==> src/rtl/krnl_proj_split_hls_deadlock_detector.sv <==
// Deadlock aggregator for the krnl_proj_split dataflow region: confirms a stable non-zero blocked set.
// Optional KRNL_PROJ_SPLIT_DEADLOCK_TIMESTAMP_EN adds a cycle counter and the deadlock_cycle output.
module krnl_proj_split_hls_deadlock_detector #(
  parameter int unsigned N_MON     = 5,
  parameter int unsigned IDX_W     = 3,
  parameter int unsigned THRESHOLD = 1024,
  parameter int unsigned CNT_W     = 16
) (
  input  logic              clock,
  input  logic              reset,
  input  logic              enable,
  input  logic              clear,
  input  logic [N_MON-1:0]  monitor_block,
  output logic              deadlock_detected,
  output logic [N_MON-1:0]  deadlock_mask,
  output logic [IDX_W-1:0]  deadlock_idx,
`ifdef KRNL_PROJ_SPLIT_DEADLOCK_TIMESTAMP_EN
  output logic [31:0]       deadlock_cycle,
`endif
  output logic              watching
);

  localparam logic [CNT_W-1:0] CNT_LAST = CNT_W'(THRESHOLD - 1);
  localparam logic [CNT_W-1:0] CNT_ONE  = CNT_W'(1);

  typedef enum logic [1:0] {
    IDLE      = 2'd0,
    WATCH     = 2'd1,
    CONFIRMED = 2'd2
  } state_t;

  state_t             state, state_nxt;
  logic [CNT_W-1:0]   cnt, cnt_nxt;
  logic [N_MON-1:0]   prev_vec, prev_vec_nxt;
  logic               detected_nxt;
  logic [N_MON-1:0]   mask_nxt;
  logic [IDX_W-1:0]   idx_nxt;
  logic               watching_nxt;
  logic               confirm_c;

  // Index of the lowest set bit; zero for an all-zero vector.
  function automatic logic [IDX_W-1:0] lowest_idx(input logic [N_MON-1:0] v);
    logic [IDX_W-1:0] r;
    r = '0;
    for (int i = N_MON - 1; i >= 0; i--) begin
      if (v[i]) r = IDX_W'(i);
    end
    return r;
  endfunction

  // Next-state and next-output logic; clear outranks every transition.
  always_comb begin
    state_nxt    = state;
    cnt_nxt      = cnt;
    prev_vec_nxt = prev_vec;
    detected_nxt = deadlock_detected;
    mask_nxt     = deadlock_mask;
    idx_nxt      = deadlock_idx;
    confirm_c    = 1'b0;

    if (clear) begin
      state_nxt    = IDLE;
      cnt_nxt      = '0;
      detected_nxt = 1'b0;
      mask_nxt     = '0;
      idx_nxt      = '0;
    end else begin
      unique case (state)
        IDLE: begin
          if (enable && (monitor_block != '0)) begin
            state_nxt    = WATCH;
            prev_vec_nxt = monitor_block;
            cnt_nxt      = CNT_ONE;
          end
        end
        WATCH: begin
          if (!enable || (monitor_block == '0)) begin
            state_nxt = IDLE;
            cnt_nxt   = '0;
          end else if (monitor_block != prev_vec) begin
            // A changed blocked set is progress, so timing restarts.
            prev_vec_nxt = monitor_block;
            cnt_nxt      = CNT_ONE;
          end else if (cnt == CNT_LAST) begin
            state_nxt    = CONFIRMED;
            detected_nxt = 1'b1;
            mask_nxt     = prev_vec;
            idx_nxt      = lowest_idx(prev_vec);
            confirm_c    = 1'b1;
          end else begin
            cnt_nxt = cnt + CNT_ONE;
          end
        end
        CONFIRMED: begin
          state_nxt = CONFIRMED;
        end
        default: begin
          state_nxt = IDLE;
          cnt_nxt   = '0;
        end
      endcase
    end

    watching_nxt = (state_nxt == WATCH);
  end

  // State and registered outputs.
  always_ff @(posedge clock) begin
    if (reset) begin
      state             <= IDLE;
      cnt               <= '0;
      prev_vec          <= '0;
      deadlock_detected <= 1'b0;
      deadlock_mask     <= '0;
      deadlock_idx      <= '0;
      watching          <= 1'b0;
    end else begin
      state             <= state_nxt;
      cnt               <= cnt_nxt;
      prev_vec          <= prev_vec_nxt;
      deadlock_detected <= detected_nxt;
      deadlock_mask     <= mask_nxt;
      deadlock_idx      <= idx_nxt;
      watching          <= watching_nxt;
    end
  end

`ifdef KRNL_PROJ_SPLIT_DEADLOCK_TIMESTAMP_EN
  logic [31:0] cycle_cnt;
  logic [31:0] cycle_cnt_inc;

  // Edges since reset, counting the current edge; wraps naturally at 2**32.
  assign cycle_cnt_inc = cycle_cnt + 32'd1;

  always_ff @(posedge clock) begin
    if (reset) begin
      cycle_cnt      <= '0;
      deadlock_cycle <= '0;
    end else begin
      cycle_cnt <= cycle_cnt_inc;
      if (clear) begin
        deadlock_cycle <= '0;
      end else if (confirm_c) begin
        deadlock_cycle <= cycle_cnt_inc;
      end
    end
  end
`else
  logic unused_confirm;
  assign unused_confirm = confirm_c;
`endif

endmodule

==> config.mk <==
export PLATFORM = sky130hd
export DESIGN_NAME = krnl_proj_split_hls_deadlock_detector
export DESIGN_NICKNAME = d
export VERILOG_FILES = /design/src/rtl/krnl_proj_split_hls_deadlock_detector.sv
export SDC_FILE = /design/constraint.sdc
export NUM_CORES = 1
export LEC_CHECK = 0
export ABC_CLOCK_PERIOD_IN_PS = 3830
export CAP_MARGIN = 5
export CORE_MARGIN = 2
export CORE_UTILIZATION = 59
export DETAILED_ROUTE_END_ITERATION = 6
export GPL_TIMING_DRIVEN = 0
export MAX_ROUTING_LAYER = met4
export PLACE_DENSITY_LB_ADDON = 0.25
export RECOVER_POWER = 25
export SYNTH_ARGS = -nofsm -noshare
export SYNTH_HDL_FRONTEND = slang
export SYNTH_SLANG_ARGS = --single-unit
==> constraint.sdc <==
create_clock -name clock -period 3.83 [get_ports clock]
set_clock_uncertainty 0.1 [all_clocks]
set_input_delay 0.9575 -clock clock [delete_from_list [all_inputs] [get_ports clock]]
set_output_delay 0.9575 -clock clock [all_outputs]
set_load 0.05 [all_outputs]
* Word-level counts from Yosys, hierarchy flattened
Cells that the tools add are included.
Widths: inputs -> output; s select.
** Operators by class
- Add/subtract/negate cells :: 1
- Eq/ne operators :: 9
- Multiplexer cells :: 20
- Bitwise logic cells :: 4
- Reductions and logical operators :: 11
** Operator list (count)
- $mux 16 :: 4
- $pmux 16 s3 :: 1
- $add 16x1->16 const B :: 1
- $eq 16x10->1 const B :: 1
- $mux 3 :: 5
- $mux 5 :: 3
- $mux 2 :: 5
- $pmux 5 s2 :: 1
- $ne 2x2->1 const B :: 3
- $pmux 2 s3 :: 1
- $logic_not 5->1 :: 1
- $ne 5x5->1 :: 1
- $reduce_and 5->1 :: 1
- $reduce_bool 5->1 :: 1
- $eq 2x1->1 const B :: 2
- $ne 4x4->1 const B :: 1
- $not 1->1 :: 4
- $reduce_and 4->1 :: 1
- $reduce_and 3->1 :: 1
- $eq 2x2->1 const B :: 1
- $logic_not 2->1 :: 1
- $reduce_bool 2->1 :: 1
- $reduce_or 2->1 :: 1
- $logic_and 1x1->1 :: 1
- other kinds (2) :: 2
** Storage, ports and cells
- Register bits after elaboration :: 33
- Input bits :: 9
- Logic and storage cells :: 52

* Depth between registers and ports, before layout
- Word-level depth :: 7
- Depth in mapped cells :: 7

* Worst setup path before layout
OpenSTA, ideal clock, no wires.
- Path kind :: input port to flip-flop
- From :: input port reset
- To :: register cnt[10]
- Data required time :: 3.656 ns
- Arrival :: 2.503 ns
- Slack :: 1.153 ns
- Path buffers :: 3
- Setup time :: 0.074 ns
- Cell stages on the path :: 7
- Cells stage by stage :: buf_6 or2_0 buf_6 or4_1 buf_2 or4_1 o21ai_0
** On the way
- Cells in the longest elaborated chain, start to end :: 1
** RTL lines
- start: declaration :: line 10 : input logic reset,
- $reduce_or 2->1 (no source line)
- end signal: assignment :: line 119 : cnt <= cnt_nxt;
- end: declaration :: line 33 : logic [CNT_W-1:0] cnt, cnt_nxt;
Every way passes these cells.
A chain may end at the register's enable or synchronous reset.

* Worst setup path in the final report
- From :: input port monitor_block[4]
- To :: register cnt[14]
** On the way
- Cells in the longest elaborated chain, start to end :: 4
- Elaborated cells between the ends (all ways) :: 11
** RTL lines
- start: declaration :: line 13 : input logic [N_MON-1:0] monitor_block,
- $ne 5x5->1 (tied with other cells) :: line 80 : end else if (monitor_block != prev_vec) begin
- $mux 16 (tied with other cells) :: line 80
- $mux 16 (tied with other cells) :: line 77 : if (!enable || (monitor_block == '0)) begin
- $pmux 16 s3 / $reduce_and 3->1 (equally long branches)
Parallel ways exist; a longest one is shown, timed or not.

==> key figures <==
STA
  • Final worst-path cycle share: between 70% and 80%
  • Fin crit period: 3.050 ns
  • F_max: roughly 330 MHz
  • Worst Max-Slew Pin Slew: around 0.68 ns
  • Final hold vios: 0
  • RSZ-0062 raised after global routing: false
  • Final setup violation count: 0
  • Setup tns final: 0 ns
  • Pins over their slew limit: 0
  • Rel. slew slack: a little over half

Clock tree
  • Max H-tree Level: 2
  • Reg clk slew, reported paths: ~0.11 ns
  • CTS buffer count: 5
  • CTS tree: built
  • Clk_lat worst skew: between 0.3 and 0.4 ns
  • Clock root cell: clkbuf_4
  • Sink Count: 33
  • Post-CTS sizing: 0
  • Setup Fix Bufs, Post-CTS: 0
  • Max clock buf depth: 2
  • Hold buffers post-CTS: 0

Cells and area
  • Layout cells sized above 1: slightly above 7%
  • Synth-to-layout area growth: 17.74%
  • Inserted Diodes: 0
  • Most common cell after layout, fill and taps aside: dfxtp_1
  • Final Cell Area: roughly 0.0019 sq mm
  • Most frequent cells in the layout: dfxtp_1, nand2_1, nor2_1
  • Layout fillers: 222
  • NumNets Final: around 230

Placement
  • Final HPWL DP: 2560 um
  • Buffers on Ports: 17
  • DP Area: around 0.0019 sq mm
  • GP Congestion: approximately 0.84

Synthesis
  • Post-synthesis cell count: between 150 and 200
  • Post-synth EDFFs: 0
  • Largest family of logic cells by synthesized area: simple AND/OR/NAND/NOR gates
  • Synth Area in Compound Gates: between 10% and 20%
  • Synth Area in Simple Gates: 26.99%
  • Synth area leader: dfxtp_1
  • Post-synthesis xor/xnor area fraction: about 4.2%
  • Register area share after synthesis: roughly two fifths
  • Top_reg_cell synth: dfxtp_1
  • Synth area leaders: dfxtp_1, mux2i_1, nand2_1
  • Multiplexer area fraction after synthesis: 7.885%
  • Synthesized-area fraction occupied by adder cells: less than 1%
  • Syn_nets: about 210
  • Area fraction of the dominant cell type after synthesis: between 40% and 50%
  • Average cell area after synthesis: approximately 8.5 sq um
  • Synthesized area: roughly 0.0017 sq mm
  • Ys async rst share: 0%
  • Post-synthesis register bit count: 33
  • Yosys cell types: 40
  • Yosys warns: 0

Global routing
  • Gr usage total: ~24%
  • Initial antenna violation count: 0
  • Largest net degree at the start of global routing: 12
  • Grt ovf: 0
  • First-pass GRT wire length: between 5000 and 6000 um
  • GR Util met3: between 6 and 7%
  • GR peak layer: met2
  • GR Util met2: between 40% and 50%
  • Met1 Use GR: about a quarter
  • Vias in the first global route: roughly 1,400

Floorplan
  • Placeable Area: between 0.002 and 0.003 sq mm
  • FP Rows: 19
  • Full die area: between 0.003 and 0.004 sq mm
  • Die width: around 57 um
  • Initial Utilization: 60.90%
  • Top Ports: 19
  • Die height: ~57 um

Critical path
  • Crit end category: flip-flop
  • R2r endpoint: cnt[7]$_SDFFE_PP0P_
  • Critical Path AT: around 3.2 ns
  • R2r worst-path depth: 7
  • Critical setup path kind: in -> reg
  • Nature of the critical path startpoint: input port
  • Worst path required time: just under 4 ns
  • Crit Path Max Fanout: 10
  • Crit Reg-Reg Startpoint: cnt[0]$_SDFFE_PP0P_
  • R2R setup slack: between 1 and 1.5 ns

Route
  • DR vias/cell: 5.920
  • Drt first pass iters: 5
  • Initial DRC count: just over 40
  • Post-route ant nets: 0
  • Residual DRC count: 0
  • Routed wire per std cell: between 10 and 15 um
  • WL final: around 3500 um
  • Vias: ~1,500

Hold path
  • Min-Delay Path Depth: 2
  • Hold endpoint: deadlock_mask[4]$_SDFFE_PP0P_
  • Worst hold-check path type: reg -> reg
  • Hold path start: deadlock_mask[4]$_SDFFE_PP0P_

Power and ir drop
  • VDD IR max: 0.3021 mV
  • Leak: between 0.6 and 0.7 nW
  • Pwr Density: ~350 mW/mm^2

Flow run
  • Max-Cap Viols: 0

Outcome
  • Outcome: finished clean
[flip-flops by register name, summed over array words and instances (netlist names)]
name / count
deadlock_detected: 1
deadlock_mask: 5
prev_vec: 5
watching: 1
state: 2
cnt: 16
deadlock_idx: 3
[power by group]
part	total, mW	internal (mW)	switching (mW)
Sequential	0.352	0.347	0.00542
Clock	0.279	0.155	0.124
Combinational	0.0470	0.0218	0.0252
Total	0.678	0.524	0.154
[worst max path at each step]
stage | startpoint | end | slack [ns] | cells past startpoint
final | monitor_block[4] | cnt[14]$_SDFFE_PP0P_ | 0.78 | 7
after global placement | monitor_block[2] | cnt[2]$_SDFFE_PP0P_ | 0.55 | 7
after global routing | monitor_block[2] | cnt[3]$_SDFFE_PP0P_ | 0.46 | 7
after detailed placement | monitor_block[2] | cnt[2]$_SDFFE_PP0P_ | 0.49 | 7
after CTS | monitor_block[2] | cnt[2]$_SDFFE_PP0P_ | 0.85 | 7
after floorplan | reset | cnt[10]$_SDFFE_PP0P_ | 1.15 | 7
[cells in the mapped netlist, types with 2 or more instances]
cell type,number
xnor2_1,8
inv_1,10
buf_6,2
and3_1,2
dfxtp_1,33
nor3_1,5
nor2_1,15
mux2i_1,13
nand4_1,8
or3_1,9
a21oi_1,13
nor2b_1,2
nor4_1,5
or4_1,2
a31oi_1,3
a21o_1,2
clkbuf_1,5
o21a_1,2
nand2_1,21
nand3_1,5
nor3b_1,2
o21ai_0,9
and4_1,2
[critical path, cell delays in order]
cell             delay (ns)
clkdlybuf4s50_1        0.46
or3_1                  0.43
o31ai_1                0.55
nor4_1                 0.18
clkbuf_1               0.28
nor2_1                 0.24
nor2_1                 0.08
[final cells by class]
| cell class | instances | area, sq um | share of cell area (%) |
|---|---|---|---|
| plain buffers | 8 | 46.29 | 2.382 |
| clock buffers | 6 | 51.30 | 2.640 |
| clock inverters | 2 | 37.54 | 1.932 |
| inverters | 10 | 37.54 | 1.932 |
| multi-input cells | 144 | 900.9 | 46.36 |
| flip-flops and latches | 33 | 660.6 | 34.00 |
| well taps | 31 | 38.79 | 1.996 |
| repair buffers | 17 | 170.2 | 8.757 |
[per-stage QoR]
step / worst slack (ns) / power [mW] / util (%) / std cells / hold WS (ns)
finish: 0.7802 / 0.6780 / 71.70 / 251 / 0.3631
global route: 0.4590 / 0.7032 / 71.70 / 251 / 0.3901
CTS: 0.8520 / 0.6860 / 71.88 / 251 / 0.3741
detailed placement: 0.4920 / 0.4078 / 68.61 / 243 / 0.3526
global placement: 0.5457 / 0.4064 / 68.61 / 243 / 0.3449
floorplan: 1.153 / 0.3900 / - / 195 / 0.3340
[logic make-up (layout without fill, tap and decap cells)]
family,after synthesis,count (layout)
DFF,33,33
adders and majority gates,1,1
muxes,13,13
xor gates and xnor gates,8,8
buffers and inverters,18,43
AOI/OAI and AO/OA,38,38
and+or+nand+nor,84,84
[routing by layer]
layer,up-vias,wire length (um)
li1,758,-
met5,-,0
met3,10,140
met4,0,65
met1,689,1476
met2,29,1804
No activity file was read; power rests on OpenSTA's default activity.
